**config.mk**
```make
export PLATFORM = sky130hd
export DESIGN_NAME = rom_uart_dumper
export DESIGN_NICKNAME = d
export VERILOG_FILES = /design/src/rtl/rom_uart_dumper.sv
export SDC_FILE = /design/constraint.sdc
export NUM_CORES = 1
export LEC_CHECK = 0
export CORE_ASPECT_RATIO = 1.75
export CORE_MARGIN = 3
export CORE_UTILIZATION = 54
export DETAILED_ROUTE_END_ITERATION = 8
export GPL_ROUTABILITY_DRIVEN = 0
export PLACE_DENSITY = 0.87
export SLEW_MARGIN = 20
export SYNTH_ARGS = -nofsm -noshare
export SYNTH_HDL_FRONTEND = slang
export SYNTH_SLANG_ARGS = --single-unit
```
**constraint.sdc**
```tcl
create_clock -name clk -period 3.43 [get_ports clk]
set_clock_uncertainty 0.15 [all_clocks]
set_input_delay 0.343 -clock clk [delete_from_list [all_inputs] [get_ports clk]]
set_output_delay 0.343 -clock clk [all_outputs]
set_load 0.01 [all_outputs]
```
**src/rtl/rom_uart_dumper.sv**
```systemverilog
// rom_uart_dumper: reads WORDS ROM words and streams them little-endian over 8N1 UART
module rom_uart_dumper #(
  parameter int CLKS_PER_BIT = 434,
  parameter int WORDS        = 64
) (
  input  logic        clk,
  input  logic        rst_n,
  input  logic        start,
  output logic [31:0] im_ra,
  input  logic [31:0] im_rd,
  output logic        uart_tx,
  output logic        busy,
  output logic        done
);
  localparam int TW = $clog2(CLKS_PER_BIT);
  localparam logic [TW-1:0] RELOAD = TW'(CLKS_PER_BIT - 1);
  localparam logic [31:0] LAST = 32'(WORDS - 1);
  typedef enum logic [2:0] {S_IDLE, S_WAIT, S_LOAD, S_START, S_DATA, S_STOP, S_FIN} state_t;
  state_t        state_q, state_d;
  logic [31:0]   ra_q, ra_d, sr_q, sr_d;
  logic [1:0]    byte_q, byte_d;
  logic [2:0]    bit_q, bit_d, nb;
  logic [TW-1:0] tmr_q, tmr_d;
  logic          tx_q, tx_d, tick;
  // state and datapath registers; uart_tx idles high out of reset
  always_ff @(posedge clk or negedge rst_n) begin
    if (!rst_n) begin
      state_q <= S_IDLE;
      ra_q    <= '0;
      sr_q    <= '0;
      byte_q  <= '0;
      bit_q   <= '0;
      tmr_q   <= '0;
      tx_q    <= 1'b1;
    end else begin
      state_q <= state_d;
      ra_q    <= ra_d;
      sr_q    <= sr_d;
      byte_q  <= byte_d;
      bit_q   <= bit_d;
      tmr_q   <= tmr_d;
      tx_q    <= tx_d;
    end
  end
  // next state; tx_d is computed for the state being entered so the line is a pure flop output
  always_comb begin
    state_d = state_q;
    ra_d    = ra_q;
    sr_d    = sr_q;
    byte_d  = byte_q;
    bit_d   = bit_q;
    tmr_d   = tmr_q;
    tx_d    = tx_q;
    tick    = (tmr_q == '0);
    nb      = bit_q + 3'd1;
    case (state_q)
      S_IDLE: begin
        tx_d = 1'b1;
        if (start) begin
          ra_d    = '0;
          state_d = S_WAIT;
        end
      end
      S_WAIT: state_d = S_LOAD;
      S_LOAD: begin
        sr_d    = im_rd;
        byte_d  = '0;
        tmr_d   = RELOAD;
        tx_d    = 1'b0;
        state_d = S_START;
      end
      S_START: begin
        tmr_d = tick ? RELOAD : tmr_q - TW'(1);
        if (tick) begin
          bit_d   = '0;
          tx_d    = sr_q[{byte_q, 3'd0}];
          state_d = S_DATA;
        end
      end
      S_DATA: begin
        tmr_d = tick ? RELOAD : tmr_q - TW'(1);
        if (tick) begin
          bit_d   = nb;
          tx_d    = (bit_q == 3'd7) ? 1'b1 : sr_q[{byte_q, nb}];
          state_d = (bit_q == 3'd7) ? S_STOP : S_DATA;
        end
      end
      S_STOP: begin
        tmr_d = tick ? RELOAD : tmr_q - TW'(1);
        if (tick) begin
          if (byte_q != 2'd3) begin
            byte_d  = byte_q + 2'd1;
            tx_d    = 1'b0;
            state_d = S_START;
          end else if (ra_q != LAST) begin
            ra_d    = ra_q + 32'd1;
            state_d = S_WAIT;
          end else begin
            state_d = S_FIN;
          end
        end
      end
      S_FIN:   state_d = S_IDLE;
      default: state_d = S_IDLE;
    endcase
  end
  assign im_ra   = ra_q;
  assign uart_tx = tx_q;
  assign busy    = (state_q != S_IDLE) && (state_q != S_FIN);
  assign done    = (state_q == S_FIN);
endmodule

```
==> results of run 1 <==
[worst reg2reg max path: cells and delay by family, from the launching register on]
| family | cells | cell delay, ps |
|---|---|---|
| AOI/OAI and AO/OA | 2 | 1010 |
| and+or+nand+nor | 2 | 810 |
| muxes | 1 | 310 |
| DFF | 1 | 450 |
[through the flow]
step | instance area [µm²] | setup slack, ps | power (mW) | hold slack, ps
finish | 5540 | 588 | 3.18 | 24.7
global route | 5540 | 446 | 3.38 | 106
CTS | 5540 | 570 | 3.21 | 71.0
detailed placement | 5300 | 550 | 2.37 | 340
global placement | 5300 | 636 | 2.30 | 317
floorplan | 4570 | 936 | 2.05 | -103
[area by class of cell]
| class | instances | area, µm² |
|---|---|---|
| sequential | 82 | 2050 |
| clock inverter | 1 | 5.00 |
| multi-input combinational | 326 | 2370 |
| tap | 90 | 113 |
| inverter | 11 | 41.3 |
| clock buffer | 12 | 236 |
| fill | 630 | 2530 |
| timing repair buffer | 74 | 726 |
[power groups by stage]
stage	clock [mW]	sequential (mW)	combinational (mW)
CTS	0.843	1.49	0.875
floorplan	0	1.44	0.610
finish	0.826	1.49	0.861
global placement	0	1.48	0.822
detailed placement	0	1.50	0.865
global route	0.884	1.53	0.966
[registers in the layout, indices dropped and copies added, names as in the netlist]
| name | flops |
|---|---|
| state_q | 3 |
| im_ra | 32 |
| sr_q | 32 |
| tmr_q | 9 |
| bit_q | 3 |
| byte_q | 2 |
| uart_tx | 1 |
[worst max path at each step]
| stage | start | endpoint | slack, ps |
|---|---|---|---|
| floorplan | tmr_q[0]$_DFFE_PN0P_ | im_ra[2]$_DFFE_PN0P_ | 940 |
| finish | im_ra[21]$_DFFE_PN0P_ | im_ra[17]$_DFFE_PN0P_ | 590 |
| detailed placement | start | im_ra[28]$_DFFE_PN0P_ | 550 |
| CTS | im_ra[21]$_DFFE_PN0P_ | im_ra[17]$_DFFE_PN0P_ | 570 |
| global route | im_ra[21]$_DFFE_PN0P_ | im_ra[17]$_DFFE_PN0P_ | 450 |
| global placement | start | im_ra[28]$_DFFE_PN0P_ | 640 |
[synthesized netlist by cell type (2+ instances only)]
library cell	n
sky130_fd_sc_hd__buf_2	2
sky130_fd_sc_hd__nor4b_1	2
sky130_fd_sc_hd__nor4_1	9
sky130_fd_sc_hd__a2111o_1	5
sky130_fd_sc_hd__o22ai_1	8
sky130_fd_sc_hd__o211ai_2	2
sky130_fd_sc_hd__nand2_1	48
sky130_fd_sc_hd__mux2_2	34
sky130_fd_sc_hd__nand4_1	9
sky130_fd_sc_hd__mux2i_1	21
sky130_fd_sc_hd__clkbuf_1	21
sky130_fd_sc_hd__or2_2	2
sky130_fd_sc_hd__o21ai_0	26
sky130_fd_sc_hd__a211oi_1	5
sky130_fd_sc_hd__or4_1	6
sky130_fd_sc_hd__nor3_1	6
sky130_fd_sc_hd__o211a_1	2
sky130_fd_sc_hd__a21boi_0	2
sky130_fd_sc_hd__or3_1	5
sky130_fd_sc_hd__nand3_1	18
sky130_fd_sc_hd__nand2b_1	18
sky130_fd_sc_hd__dfrtp_1	81
sky130_fd_sc_hd__nor2_1	19
sky130_fd_sc_hd__a21oi_1	31
sky130_fd_sc_hd__inv_1	11
sky130_fd_sc_hd__mux4_2	9
sky130_fd_sc_hd__o211ai_1	3
sky130_fd_sc_hd__and3_1	2
sky130_fd_sc_hd__ha_1	5
sky130_fd_sc_hd__o31ai_1	5
[logic make-up (layout without fill, tap and decap cells)]
family                   after synthesis  in the layout  synth area share (%)
AO/OA/AOI/OAI                         99             99                  14.3
XOR/XNOR                               1              1                 0.192
adder cells (fa/ha/maj)                5              5                  1.37
buffers and inverters                 36             98                  3.21
flip-flops                            82             82                  45.0
multiplexers                          64             64                  17.4
AND/OR/NAND/NOR                      157            157                  18.5
[routing by layer]
layer	track usage, %	wire length, µm	vias to the layer above
met5	0	0	-
met4	8.86	221	0
met3	5.59	612	20
met2	43.3	6000	127
met1	26.5	3890	1874
li1	-	-	1772
[placed cells by master, fill, tap and decap left out, drive strengths merged, types with 10 or more instances in the layout]
cell type	n
dfrtp	81
clkdlybuf4s50	68
nand2	48
mux2	34
a21oi	31
o21ai	26
mux2i	21
nor2	20
nand2b	18
nand3	18
clkbuf	12
inv	11
nor4	10
==> flow_results.org, run 1 <==
** Drt
- Detail-routed net length per standard cell :: 18.0 µm
- Vias :: ~3800
- Residual DRC :: 0
- First-pass detailed-route iteration total :: 6
- Once detail routing completed, the nets flagged for antenna violations numbered 0.
- In the routed layout, each cell is associated on average with a via count of ~6.4.
- After the first detailed-routing iteration, the DRC count stood at 240.
- The final layout contains routed wiring with a total length of 10700 µm.

** Floorplanning
- In this run the vertical extent of the chip is 128 µm.
- Die footprint :: 9640 µm²
- Row generation in the floorplan step produced 43 rows.
- Die Span X :: 75.5 µm
- 70 I/O pins were placed.
- Initial core utilization :: 56.6%
- The total area inside the core boundary comes to roughly 8100 µm².

** Setup path
- Endpoint class of the critical path :: flop
- On the critical path, the stage with the largest delay is an instance of sky130_fd_sc_hd__o211ai_2.
- On the worst path, the slowest cell contributes a delay of 770 ps.
- The critical path goes through nor4_1 > nand4b_1 > o211ai_2 > a21boi_0 > mux2_2.
- Worst EP arrival :: between 2000 and 3000 ps
- The cell family contributing the most delay on the critical path is compound AO/OA/AOI/OAI gates.
- Data on the critical path is required at its endpoint by 3510 ps.
- Critical R2R Capture :: im_ra[17]$_DFFE_PN0P_
- The worst setup path is of the reg -> reg kind.
- Category of the worst setup path launch point :: flop
- In this run the critical register-to-register path is launched from im_ra[21]$_DFFE_PN0P_.
- Buffers & Inverters on Critical Path :: 0
- The critical path runs through a total of 5 cells.
- Worst-path fanout max :: 19
- In this run the register-to-register setup slack is 590 ps.
- The number of cells on the worst reg-to-reg path is 5.

** STA
- For the pin with the worst max-slew slack, the measured transition is 1020 ps.
- Setup violations remaining at the end of the flow were counted as 0.
- RSZ-0062 raised after global routing :: no
- The max-slew violation total from the final report is 0.
- The number of failing hold endpoints at the final stage is 0.
- The worst path needs about 2800 ps of the cycle, external delays included.
- For this run, the top clock speed supported by timing is about 350 MHz.
- After layout, the worst path uses 82.9% of the clock period.
- Adding up every negative setup slack in the final design gives 0 ps.
- Worst relative slew slack :: 31.7%

** Synth
- Synthesis produced 444 cells.
- Top-area cell type share of the netlist area :: about 44%
- Fraction of registers with async set or reset after synthesis :: 100%
- For this run, the leading register cell type out of synthesis is sky130_fd_sc_hd__dfrtp_1.
- Synthesis inferred 82 register bits.
- Sorting the synthesized cells by area gives the leading types as sky130_fd_sc_hd__dfrtp_1 44%, sky130_fd_sc_hd__mux2_2 8.4%, sky130_fd_sc_hd__mux2i_1 4.6%.
- Yosys mapped the design onto 57 distinct sky130hd cell types.
- sky130_fd_sc_hd__dfrtp_1 takes more of the synthesized area than any other cell.
- Each instance of the synthesized netlist takes up on average 10.3 µm².
- Sequential share of the synthesized area :: 45.0%
- Number of warnings issued by yosys :: 0
- In this run the cell area of the synthesized design comes to 4570 µm².
- The number of nets in the synthesized netlist is approximately 480.
- Yosys mapped a number of flops with a built-in enable equal to 0.

** Clock network
- Gates resized during post-CTS repair numbered 0.
- The clock passes through at most 2 buffers.
- TritonCTS built the clock tree.
- Deepest level of the CTS H-tree :: 3
- Counting every sink on the clock net gives approximately 80.
- Worst-skew pair later-pin latency :: 350 ps
- Buffer cell driving the clock tree root :: sky130_fd_sc_hd__clkbuf_16
- After clock tree synthesis, the setup repair step added 0 buffers.
- Number of clock buffers inserted by TritonCTS :: 9
- Clock-pin transition on the worst setup and hold timing paths :: 60 ps
- Hold repair after CTS inserted 0 buffers.

** GRT
- Wire length of the first global-routing pass :: ~18000 µm
- Global routing used 24.1% of the available tracks across all layers.
- For this run the aggregate overflow at the end of global routing stands at 0.
- Initial antenna violation count :: 0
- Vias in the first global route :: about 3800
- Entering global routing, the biggest net connects 83 pins.

** Power
- IR analysis of the VDD net gives a maximum drop of 0.000414 V.
- Power Dens Cells :: 574 nW/µm²
- Share of total power in sequential cells :: between 40% and 50%
- In this run the static leakage power is 2.14 nW.
- The internal power of the cells totals 2.24 mW.
- Net switching fraction of the power :: 29.5%
- Combinational logic burns 27.1% of the power.
- Clock network power share :: 26.0%
- Summed over all nets, the switching power comes to 0.939 mW.

** Layout
- Share of final-layout standard cells stronger than drive strength 1 :: 14.2%
- Once layout is complete, the utilization of the core stands at 68.7%.
- Area Overhead vs Synth :: 21.4%
- At the end of the flow, the number of nets in the layout was 544.
- 0 antenna diodes ended up in the layout.
- Excluding fillers, the count of instances in the completed layout stands at ~600.

** Min path
- The tightest min-delay check is of the in -> async type.

** Place
- DP HPWL :: 7700 µm
- In this run the tool buffered the top-level ports with 69 buffer cells.
- Number of placed instances with taps included :: a little under 600

** Job
- Max capacitance violation total :: 0

** Status
- Outcome :: finished clean
Power figures use the tool's default switching activity.
==> run 2, diff against run 1 <==
--- a/config.mk
+++ b/config.mk
@@ -7,10 +7,10 @@
 export LEC_CHECK = 0
 export CORE_ASPECT_RATIO = 1.75
 export CORE_MARGIN = 3
-export CORE_UTILIZATION = 54
+export CORE_UTILIZATION = 49
 export DETAILED_ROUTE_END_ITERATION = 8
 export GPL_ROUTABILITY_DRIVEN = 0
-export PLACE_DENSITY = 0.87
+export PLACE_DENSITY = 0.83
 export SLEW_MARGIN = 20
 export SYNTH_ARGS = -nofsm -noshare
 export SYNTH_HDL_FRONTEND = slang
==> constraint.sdc (replaced) <==
create_clock -name clk -period 2.4 [get_ports clk]
set_clock_uncertainty 0.15 [all_clocks]
set_input_delay 0.24 -clock clk [delete_from_list [all_inputs] [get_ports clk]]
set_output_delay 0.24 -clock clk [all_outputs]
set_load 0.01 [all_outputs]
==> run 2 against run 1 <==
Compared with the run above: the run now ends with setup timing left; non-clock buffer count increased by 80; worst setup slack worse by 660 ps; clock power grew 76%; first-iteration DRC count up 66%; sequential power increased by 38%; utilization grew 2.9 points; maximum frequency is 15% higher; routed wire length increased by 26%; sequential share of layout area shrank 5.5 points; flip-flop and latch count did not move; largest cell class unchanged.
==> flow_results.org, run 2 (synthesized netlist as in run 1, its figures left out) <==
** Setup path
- The worst setup slack for register-to-register paths came to -80 ps (-660 ps).
- Endpoint class of the critical path :: flop
- Category of the worst setup path launch point :: flop
- The required time of the worst setup path came to 2490 ps (-1020 ps).
- The depth of the most critical reg-to-reg path came to 8 (+3).
- Worst EP arrival :: 2570 ps (-350 ps)
- Critical R2R Capture :: im_ra[12]$_DFFE_PN0P_
- Source of the worst register-to-register timing path :: tmr_q[0]$_DFFE_PN0P_
- The maximum net fanout on the critical path was 7 (-12).
- Type of the worst setup path :: reg -> reg

** Place
- PortBufs :: 69 (unchanged)
- DP HPWL :: 8990 µm (+17%)

** Layout
- The layout cell share with drive strength beyond 1 is 31.1% (+17 points).
- Area Overhead vs Synth :: 42.6%
- The final core utilization is 71.6% (+2.9 points).
- ANT cells :: 0 (unchanged)
- Most frequent cells in the layout :: 80 x sky130_fd_sc_hd__dfrtp_1, 80 x sky130_fd_sc_hd__buf_4, 68 x sky130_fd_sc_hd__clkdlybuf4s50_1, 48 x sky130_fd_sc_hd__nand2_1, 33 x sky130_fd_sc_hd__mux2_2
- The layout net count came to 626 (+15%).

** GRT
- The overall fraction of global-route tracks in use was 25.0% (+0.94 points).
- Total grt overflow :: 0 (unchanged)
- The first-pass GRT wire length is 20800 µm (+16%).
- Initial antenna violation count :: 0 (unchanged)
- Pin count of the biggest net entering global routing :: 43 (-48%)
- Vias in the first global route :: 4364 (+14%)

** Power
- The total power density per cell area came to 785 nW/µm² (+37%).
- The worst IR drop on VDD is 0.000617 V (+49%).
- Leakage power of the design :: 2.57 nW (+20%)
- The power after layout was 5.11 mW (+61%).

** STA
- The worst slew margin relative to its limit was 52.4% (+21 points).
- Shortest period the worst path allows :: 2480 ps (-367 ps)
- The maximum clock frequency is 404 MHz (+15%).
- The slew at the pin closest to its max-slew limit was 715 ps (-310 ps).
- Post-route clock period utilization :: 103% (+20 points)
- Final hold viol count :: 0 (unchanged)
- The least setup slack across all paths after layout was -75.5 ps (-663 ps).
- Minimum hold slack :: 285 ps (+261 ps)
- Finish-stage setup viols :: 7 (+7)
- The max-slew violation total from the final report came to 0 (unchanged).
- RSZ-0062 raised after global routing :: yes

** Drt
- The detail-routed via count per cell was 6.23 (-2.1%).
- The post-detailed-route count of antenna-violating nets was 0 (unchanged).
- First-pass detailed-route iteration total :: 5 (-1)
- Vias :: 4418 (+16%)
- The average wire length per cell after detail routing was 19.0 µm (+5.6%).
- The violation count after the first detailed-route iteration was 399 (+66%).
- The final wirelength came to 13500 µm (+26%).
- The DRC violation count after routing is 0 (unchanged).

** Job
- Max capacitance violation total :: 0 (unchanged)

** Floorplanning
- Die Span X :: 79.0 µm (+4.6%)
- Die footprint :: 10600 µm² (+9.6%)
- Total number of placement rows :: 46 (+7.0%)
- Initial core utilization :: 50.2% (-6.4 points)
- The total core area was 9090 µm² (+13%).
- Height of the die :: 134 µm (+4.7%)
- The count of boundary I/O pins is 70 (unchanged).

** Clock network
- The maximum buffer depth of the clock tree was 2 (unchanged).
- Clock-pin transition on the worst setup and hold timing paths :: 60 ps (about the same)
- Deepest level of the CTS H-tree :: 3 (unchanged)
- The number of buffers added by the clock tree synthesis step was 9 (unchanged).
- Clock tree from TritonCTS :: done
- Worst-skew pair later-pin latency :: 340 ps (about the same)
- The root buffer cell chosen for the clock tree is sky130_fd_sc_hd__clkbuf_16.
- The CTS sink count came to 82 (unchanged).

** Status
- Outcome :: complete, but fails checks
- Failing checks :: setup timing

** Min path
- Path type of the worst min-delay path :: in -> async
run 2: cell count changes in the layout (fill, tap and decap cells not counted), moves of 3 or more:
| cell | delta |
|---|---|
| sky130_fd_sc_hd__buf_6 | +3 |
| sky130_fd_sc_hd__clkbuf_1 | -3 |
| sky130_fd_sc_hd__o211ai_4 | +4 |
| sky130_fd_sc_hd__a21oi_2 | +5 |
| sky130_fd_sc_hd__ha_1 | -3 |
| sky130_fd_sc_hd__a21oi_1 | -6 |
| sky130_fd_sc_hd__buf_4 | +74 |
| sky130_fd_sc_hd__a211oi_1 | -3 |
run 2: routing by layer:
metal / global-route usage [%] / up-vias / share of wire (%)
li1: - / 1951 / -
met1: 26.7 / 2159 / 34
met2: 45.3 / 248 / 55
met3: 3.72 / 60 / 6.8
met4: 14.8 / 0 / 4.6
met5: 0 / - / 0
run 2: metrics by stage:
stage | setup WS, ps | cells | setup TNS (ps) | cell area (µm²)
6_report | -75.5 | 709 | -239 | 6510
5_1_grt | -140 | 709 | -1400 | 6510
4_1_cts | -50.3 | 701 | -230 | 6290
3_5_place_dp | -243 | 682 | -2810 | 5900
3_3_place_gp | -237 | 682 | -2220 | 5900
2_1_floorplan | -3.45 | 444 | -8.78 | 4610
run 2: cell type report:
class / count / area, µm²
sequential: 82 / 2050
inverter: 11 / 41.3
timing repair buffer: 154 / 1370
fill: 625 / 2580
clock buffer: 9 / 225
tap: 120 / 150
multi-input combinational: 328 / 2590
clock inverter: 5 / 81.3
run 2: worst max-delay path: stages (launching register included):
cell,delay (ps)
sky130_fd_sc_hd__dfrtp_1,390
sky130_fd_sc_hd__inv_2,80
sky130_fd_sc_hd__ha_4,130
sky130_fd_sc_hd__or4b_4,530
sky130_fd_sc_hd__nor2_4,180
sky130_fd_sc_hd__o2111ai_4,240
sky130_fd_sc_hd__buf_4,220
sky130_fd_sc_hd__a2111o_1,370
sky130_fd_sc_hd__o21ai_0,100
run 2: worst max path at each step:
stage | from | end | cells past startpoint
floorplan | tmr_q[0]$_DFFE_PN0P_ | im_ra[2]$_DFFE_PN0P_ | 8
global placement | start | im_ra[12]$_DFFE_PN0P_ | 8
detailed placement | start | im_ra[12]$_DFFE_PN0P_ | 8
CTS | tmr_q[0]$_DFFE_PN0P_ | im_ra[22]$_DFFE_PN0P_ | 8
global route | tmr_q[1]$_DFFE_PN0P_ | im_ra[12]$_DFFE_PN0P_ | 8
finish | tmr_q[0]$_DFFE_PN0P_ | im_ra[12]$_DFFE_PN0P_ | 8
run 2: what timing repair did:
action / CTS / global route
buffers inserted: 3 / 7
gates cloned: 1 / 1
gates resized for setup: 13 / 27
pin swaps: 6 / 9
hold endpoints to repair: 40 / 0
hold buffers: 1 / 0
setup endpoints to repair: 22 / 33
run 2: where the power goes:
group | internal (mW) | total (mW) | leakage, nW | switching [mW]
Clock | 0.899 | 1.45 | 0.147 | 0.546
Combinational | 0.922 | 1.62 | 1.40 | 0.697
Sequential | 1.80 | 2.05 | 1.02 | 0.247
Total | 3.62 | 5.11 | 2.57 | 1.49
